**src/rtl/alu_pkg.sv**
```systemverilog
// Shared definitions for the ALU sharing front-end: opcode map, FSM states
// and a helper that flags the single illegal opcode.
package alu_pkg;

  localparam int OP_W = 4;

  localparam logic [OP_W-1:0] OP_ADD      = 4'h0;
  localparam logic [OP_W-1:0] OP_SUB      = 4'h1;
  localparam logic [OP_W-1:0] OP_ACCU_SUM = 4'h2;
  localparam logic [OP_W-1:0] OP_AND      = 4'h3;
  localparam logic [OP_W-1:0] OP_OR       = 4'h4;
  localparam logic [OP_W-1:0] OP_XOR      = 4'h5;
  localparam logic [OP_W-1:0] OP_NOT      = 4'h6;
  localparam logic [OP_W-1:0] OP_SHL      = 4'h7;
  localparam logic [OP_W-1:0] OP_SHR      = 4'h8;
  localparam logic [OP_W-1:0] OP_SRA      = 4'h9;
  localparam logic [OP_W-1:0] OP_SLT      = 4'hA;
  localparam logic [OP_W-1:0] OP_SLTU     = 4'hB;
  localparam logic [OP_W-1:0] OP_MUL      = 4'hC;
  localparam logic [OP_W-1:0] OP_PASS     = 4'hD;
  localparam logic [OP_W-1:0] OP_SEL_SUM  = 4'hE;
  localparam logic [OP_W-1:0] OP_ILLEGAL  = 4'hF;

  typedef enum logic [1:0] {
    IDLE = 2'd0,
    EXEC = 2'd1,
    RESP = 2'd2
  } state_t;

  function automatic logic is_illegal(input logic [OP_W-1:0] op);
    return (op == OP_ILLEGAL);
  endfunction

endpackage

```
**src/rtl/rr_arb2.sv**
```systemverilog
// Two-way round-robin grant; the "last served" register lives in the parent
// so the grant here is purely combinational.
module rr_arb2 (
  input  logic [1:0] valid,
  input  logic       last,
  output logic [1:0] grant
);

  // On a tie the port that was not served last wins.
  always_comb begin
    grant = 2'b00;
    case (valid)
      2'b01:   grant = 2'b01;
      2'b10:   grant = 2'b10;
      2'b11:   grant = last ? 2'b01 : 2'b10;
      default: grant = 2'b00;
    endcase
  end

endmodule

```
**src/rtl/alu_share_ctrl.sv**
```systemverilog
// Arbitration and sequencing front-end for a shared combinational ALU:
// accept one request, drive registered operands, capture result, return it.
module alu_share_ctrl
  import alu_pkg::*;
#(
  parameter int DW = 32
) (
  input  logic          clk,
  input  logic          rst,

  input  logic          req0_valid,
  output logic          req0_ready,
  input  logic [3:0]    req0_op,
  input  logic          req0_sel,
  input  logic [DW-1:0] req0_in1,
  input  logic [DW-1:0] req0_in2,
  input  logic [DW-1:0] req0_in3,
  input  logic [DW-1:0] req0_in4,

  input  logic          req1_valid,
  output logic          req1_ready,
  input  logic [3:0]    req1_op,
  input  logic          req1_sel,
  input  logic [DW-1:0] req1_in1,
  input  logic [DW-1:0] req1_in2,
  input  logic [DW-1:0] req1_in3,
  input  logic [DW-1:0] req1_in4,

  output logic [3:0]    alu_op,
  output logic          alu_sel,
  output logic [DW-1:0] alu_in1,
  output logic [DW-1:0] alu_in2,
  output logic [DW-1:0] alu_in3,
  output logic [DW-1:0] alu_in4,
  input  logic [DW-1:0] alu_out,
  input  logic          alu_zero,

  output logic          rsp0_valid,
  input  logic          rsp0_ready,
  output logic          rsp1_valid,
  input  logic          rsp1_ready,
  output logic [DW-1:0] rsp_out,
  output logic          rsp_zero,
  output logic          rsp_err,

  output logic          busy
);

  state_t     state;
  state_t     state_nxt;
  logic       last;
  logic       owner;
  logic       err;
  logic [1:0] grant;
  logic       win;
  logic       rsp_fire;
  logic       can_accept;
  logic       accept;

  rr_arb2 u_arb (
    .valid ({req1_valid, req0_valid}),
    .last  (last),
    .grant (grant)
  );

  assign win = grant[1];

  // A new op may enter when idle, or in RESP on the very cycle the pending
  // result is taken, which gives the two-cycle back-to-back path.
  always_comb begin
    state_nxt  = state;
    rsp_fire   = 1'b0;
    can_accept = 1'b0;
    accept     = 1'b0;
    case (state)
      IDLE: begin
        can_accept = !rst;
        accept     = can_accept && (grant != 2'b00);
        if (accept) state_nxt = EXEC;
      end
      EXEC: begin
        state_nxt = RESP;
      end
      RESP: begin
        rsp_fire   = owner ? rsp1_ready : rsp0_ready;
        can_accept = rsp_fire && !rst;
        accept     = can_accept && (grant != 2'b00);
        if (rsp_fire) state_nxt = accept ? EXEC : IDLE;
      end
      default: begin
        state_nxt = IDLE;
      end
    endcase
  end

  assign req0_ready = grant[0] && can_accept;
  assign req1_ready = grant[1] && can_accept;
  assign rsp0_valid = (state == RESP) && !owner;
  assign rsp1_valid = (state == RESP) &&  owner;
  assign busy       = (state != IDLE);

  always_ff @(posedge clk or posedge rst) begin
    if (rst) begin
      state <= IDLE;
      last  <= 1'b1;
      owner <= 1'b0;
      err   <= 1'b0;
    end else begin
      state <= state_nxt;
      if (accept) begin
        last  <= win;
        owner <= win;
        err   <= is_illegal(win ? req1_op : req0_op);
      end
    end
  end

  // Operand registers only change on accept so the ALU inputs stay steady
  // for the whole EXEC cycle and afterwards.
  always_ff @(posedge clk or posedge rst) begin
    if (rst) begin
      alu_op  <= '0;
      alu_sel <= 1'b0;
      alu_in1 <= '0;
      alu_in2 <= '0;
      alu_in3 <= '0;
      alu_in4 <= '0;
    end else if (accept) begin
      alu_op  <= win ? req1_op  : req0_op;
      alu_sel <= win ? req1_sel : req0_sel;
      alu_in1 <= win ? req1_in1 : req0_in1;
      alu_in2 <= win ? req1_in2 : req0_in2;
      alu_in3 <= win ? req1_in3 : req0_in3;
      alu_in4 <= win ? req1_in4 : req0_in4;
    end
  end

  always_ff @(posedge clk or posedge rst) begin
    if (rst) begin
      rsp_out  <= '0;
      rsp_zero <= 1'b0;
      rsp_err  <= 1'b0;
    end else if (state == EXEC) begin
      rsp_out  <= alu_out;
      rsp_zero <= alu_zero;
      rsp_err  <= err;
    end
  end

endmodule

```
**config.mk**
```make
export PLATFORM = sky130hd
export DESIGN_NAME = alu_share_ctrl
export DESIGN_NICKNAME = d
export VERILOG_FILES = /design/src/rtl/alu_pkg.sv /design/src/rtl/rr_arb2.sv /design/src/rtl/alu_share_ctrl.sv
export SDC_FILE = /design/constraint.sdc
export NUM_CORES = 1
export LEC_CHECK = 0
export CORE_AREA = 2 2 185 187
export CTS_BUF_LIST = sky130_fd_sc_hd__clkbuf_8
export CTS_CLUSTER_DIAMETER = 120
export DETAILED_ROUTE_END_ITERATION = 6
export DIE_AREA = 0 0 187 189
export PLACE_DENSITY = 0.59
export SLEW_MARGIN = 0
export SYNTH_ARGS = -nofsm -noshare
export SYNTH_HDL_FRONTEND = slang
export SYNTH_SLANG_ARGS = --single-unit
export TNS_END_PERCENT = 5
```
**constraint.sdc**
```tcl
create_clock -name clk -period 5.45 [get_ports clk]
set_clock_uncertainty 0.15 [all_clocks]
set_input_delay 0.545 -clock clk [delete_from_list [all_inputs] [get_ports clk]]
set_output_delay 0.545 -clock clk [all_outputs]
set_load 0.05 [all_outputs]
```
After elaboration in Yosys (flattened, before gate mapping)
Cells that the tools add are included.
{"block": "op_classes", "shift": 0, "n_lt_le_gt_ge": 0, "n_mul": 0, "add_sub_neg": 0, "bitwise": 0, "div": 0, "n_eq_ne": 8, "reduce_logical": 13, "mux": 15}
{"cell": "32-bit 2-to-1 mux", "count": 4}
{"cell": "2-bit one-hot mux with 3 select lines", "count": 2}
{"cell": "1-bit logical AND", "count": 7}
{"cell": "2-bit equality test (second input constant)", "count": 3}
{"cell": "2-bit 2-to-1 mux", "count": 3}
{"cell": "2-bit by 1-bit equality test with 1-bit output (second input constant)", "count": 2}
{"cell": "4-bit equality test (second input constant)", "count": 1}
{"cell": "4-bit 2-to-1 mux", "count": 1}
{"cell": "2-bit inequality test (second input constant)", "count": 2}
{"cell": "1-bit one-hot mux with 2 select lines", "count": 2}
{"cell": "2-bit nonzero test", "count": 2}
{"cell": "1-bit 2-to-1 mux", "count": 3}
{"cell": "1-bit zero test", "count": 2}
{"cell": "2-bit zero test", "count": 1}
{"cell": "2-bit AND reduction", "count": 1}
{"block": "totals", "word_cells": 49, "rom_bits": 0, "latch_bits": 0, "inputBits": 305, "regBits": 172, "output_inout_bits": 172, "memories": 0, "mem_bits_rw": 0}

Longest topological paths before layout
{"block": "depth", "word_depth": 7, "ltp_mapped": 6, "mapped_depth_nobuf": 3}

Hierarchy
A second synthesis with hierarchy kept.
{"block": "hier_totals", "cells_unflattened": 667, "hier_area_um2": 8135.3}
{"mod": "alu_share_ctrl", "seq_area_each_um2": 4305.4, "cells_each": 664, "n_inst": 1, "area_per_inst_um2": 8116.5}
{"mod": "rr_arb2", "seq_area_each_um2": 0.0, "cells_each": 3, "n_inst": 1, "area_per_inst_um2": 18.8}

Least setup slack after synthesis
Ideal clock, no wire load.
{"block": "synth_path", "path_type": "in2out", "startpoint": "in rst", "endpoint": "out req0_ready", "stages": 3, "path_buffers": 0, "arrival_time_ps": 2127, "required_time_ps": 4755, "setup_slack_ps": 2628, "path_cell_list": "or2_2 -> a21o_1 -> nor3_1"}
{"block": "synth_between", "elab_chain_len": 4}
{"item": "start: declaration", "line_no": "alu_share_ctrl.sv:9", "rtl": "input logic rst,"}
{"item": "1-bit zero test (no source line) (*)"}
{"item": "1-bit logical AND", "line_no": "alu_share_ctrl.sv:86", "rtl": "can_accept = rsp_fire && !rst;"}
{"item": "1-bit one-hot mux with 2 select lines (*)", "line_no": "alu_share_ctrl.sv:75", "rtl": "case (state)"}
{"item": "1-bit logical AND (*)", "line_no": "alu_share_ctrl.sv:96", "rtl": "assign req0_ready = grant[0] && can_accept;"}
{"item": "end: declaration", "line_no": "alu_share_ctrl.sv:12", "rtl": "output logic req0_ready,"}
Mark *: on every way between the ends. The rest lies on a longest branch, timed or not.

Worst setup path after layout
{"block": "layout_path", "startpoint": "in rst", "endpoint": "out req1_ready"}
{"block": "layout_between", "elab_chain_len": 4}
{"item": "1-bit zero test (no source line) (*)"}
{"item": "1-bit logical AND", "line_no": "alu_share_ctrl.sv:86"}
{"item": "1-bit one-hot mux with 2 select lines (*)", "line_no": "alu_share_ctrl.sv:75"}
{"item": "1-bit logical AND (*)", "line_no": "alu_share_ctrl.sv:97", "rtl": "assign req1_ready = grant[1] && can_accept;"}
{"item": "end: declaration", "line_no": "alu_share_ctrl.sv:21", "rtl": "output logic req1_ready,"}
Marks and branches as above.

==> results.cfg <==
[status]
status = completed

[placement]
place_congestion = 0.773
dp.cells = 1429
hpwl_mm = 19.9
portBuffers = 476
place_ws_ns = 2.05
dpl_cell_area_um2 = 13300

[global_routing]
grt_pass1_wl_mm = 41.1
grt-busiest-layer = met2
grt_remaining_overflow = 0
grt_use_met3_pct = 6.62
use_met1_pct = 16.6
grt.total_usage_pct = 15.2
use_met2_pct = 26.1
grt_max_degree = 135
antenna_found_initial = 2
grt_pass1_vias = 6858

[logic_synthesis]
yosys.area_share.simple_pct = 0.901
synthTopCellsByCount = 273 x mux2_2, 171 x dfrtp_1, 28 x mux2_1
synth_area_leaders = dfrtp_1 53%, mux2_2 38%, mux2_1 3.9%
ys.warnings.count = 0
synth_compound_area_share_pct = 0.746
synth_cell_types = 24
ys_ff_latch = 172
synthMostInstantiatedCell = mux2_2
muxShareOfSynthArea_pct = 42.3
synth.avg_cell_area_um2 = 15.1
synth_ff_type = dfrtp_1
synthArstFlopShare_pct = 100
syn_nets = 839
synth_top_cell_by_area = dfrtp_1
synth-xor-area-share_pct = 0
synth-edff-count = 0
netlist.area_leader.share_pct = 53.1
synthAdderAreaFrac_pct = 0
syn_area_um2 = 8050
synth_top_family_by_area = multiplexers
yosysSeqAreaShare_pct = 53.5
syn_inst = 534

[setup_path]
slowest_stage = clkdlybuf4s50_1
ff2ff_setup_slack_ns = 2.60
r2r-end = alu_in3[22]
cp_slowest_stage_delay_ns = 0.85
worst_r2r_startpoint = owner
end_kind = output port
startpoint_type = input pin
path_cells = clkdlybuf4s50_1, or2_2, a21o_1, nor2_1, clkdlybuf4s50_1
ff2ff_path_depth = 4
critPathRequiredTime_ns = 4.76
cp_max_fo = 4
crit_arrival_ns = 2.68
crit_top_cell = clkdlybuf4s50_1
critPathKind = input pin to output port

[die]
die_x_um = 187
rows = 67
die_y_um = 189
coreArea_um2 = 33300
ios = 477
dieArea_um2 = 35300
start_util_pct = 24.2

[power_and_ir_drop]
vdd_drop_max_uv = 330
swShare_pct = 47.1
p_sw_mw = 3.66
power_frac_seq_pct = 27.9
power_frac_comb_pct = 59.8
p_per_area_nw_per_um2 = 566
pwr-share-clk_pct = 12.4
p_leak_nw = 5.37
p_int_mw = 4.11

[drt]
via_per_inst = 4.22
vias = 6174
drc_errors = 0
antenna_left = 0
dr.pass1.iters = 4
routed_wl_mm = 26.4
wl_per_cell_um = 18.1
first_iter_violations = 157

[cts]
hold_buffers = 0
numCtsBuffers = 17
h-tree-depth = 4
cts_setup_buffers = 0
cts-root-buf = clkbuf_8
cts.sinks = 172
cts_tree = yes
cts_buffer_depth = 2
worstSkewPairLatency_ns = 0.47
clkTransAtPathRegs_ns = 0.08
postCtsResizedCells = 0

[timing]
rsz0062_at_grt = false
clock.fmax_ghz = 0.297
fin_tns_setup_ns = 0
fin_crit_sh_pct = 61.9
whs_ns = 0.339
setup_viol = 0
fin_ws_ns = 2.08
slew_violations = 0
period_minus_slack_ns = 3.37
slew_headroom_pct = 28.0
hold_viol = 0
tightest_slew_ns = 1.08

[finish]
nets = 1305
layout-drive-gt1-share_pct = 31.1
areaGrowthSynthToFinish_pct = 70.4
fin_area_um2 = 13700
final_cells = 1463

[min_path]
whs_endpoint = alu_in3[25]
hold_depth = 1
hold_path_class = register to register
hp-start = alu_in3[25]

[job]
drv_cap = 0
## cell families after synthesis
family / count (synthesis)
mux: 303
flops: 172
buf+inv: 38
simple gates: 14
compound gates: 7
## layout by cell type, fill, tap and decap left out
cell,count
mux2_1,28
o22ai_1,1
mux2i_1,2
inv_6,2
nand2_1,3
dfstp_2,1
or2_2,2
nand3b_1,1
clkdlybuf4s50_1,476
mux2_2,273
a21boi_4,1
clkinv_2,3
nand4_1,2
a21o_1,1
diode_2,2
clkinv_4,2
nor3_1,1
buf_4,1
a211oi_1,2
nand2b_1,2
buf_12,4
clkbuf_8,22
nor2_1,3
inv_1,4
bufinv_16,2
clkinvlp_4,1
o22a_1,1
dfrtp_1,171
a221oi_4,1
## worst max path at each step
stage,from,cells after the start,end
floorplan,rst,1,alu_in1[0]
global placement,rst,5,req1_ready
detailed placement,rst,5,req1_ready
CTS,rst,5,req1_ready
global route,owner,4,req1_ready
finish,rst,5,req1_ready
## through the flow
stage,utilization [%],power (mW)
after global placement,40.0,6.85
final,41.2,7.77
after global routing,41.2,8.13
after CTS,41.2,7.89
after detailed placement,40.0,6.88
after floorplan,-,5.14
## routing by layer
layer | share of wire (%) | wire (um) | vias up
met5 | 0 | 0 | -
met4 | 2.5 | 650 | 0
met3 | 9.5 | 2520 | 33
met2 | 50 | 13100 | 299
met1 | 38 | 10100 | 2976
li1 | - | - | 2866
## cell type report
type                            instances  area [um^2]
Fill cell                            3216        19600
Timing Repair Buffer                  481         4850
Sequential cell                       172         4310
Multi-Input combinational cell        324         3560
Tap cell                              448          561
Clock buffer                           22          303
Clock inverter                         10          113
Inverter                                4         20.0
Antenna cell                            2         5.00
## worst max-delay path: cells and delay by family
kind                   cells  cell delay, ns
AO/OA/AOI/OAI              1            0.21
buffers and inverters      2            1.33
AND/OR/NAND/NOR            2            0.59
## power groups by stage
| stage | clock network [mW] | logic, mW | registers, mW |
|---|---|---|---|
| floorplan | 0 | 0.933 | 4.21 |
| global placement | 0 | 4.68 | 2.17 |
| detailed placement | 0 | 4.69 | 2.19 |
| CTS | 1.01 | 4.70 | 2.17 |
| global route | 1.06 | 4.82 | 2.25 |
| finish | 0.960 | 4.64 | 2.17 |
## state kept, by name (all words and copies together), names as in the netlist
name / cells
alu_in2: 32
alu_in1: 32
rsp_zero: 1
alu_in3: 32
rsp_err: 1
alu_sel: 1
rsp_out: 32
alu_op: 4
state: 2
alu_in4: 32
err: 1
last: 1
owner: 1
Power figures use the tool's default switching activity.
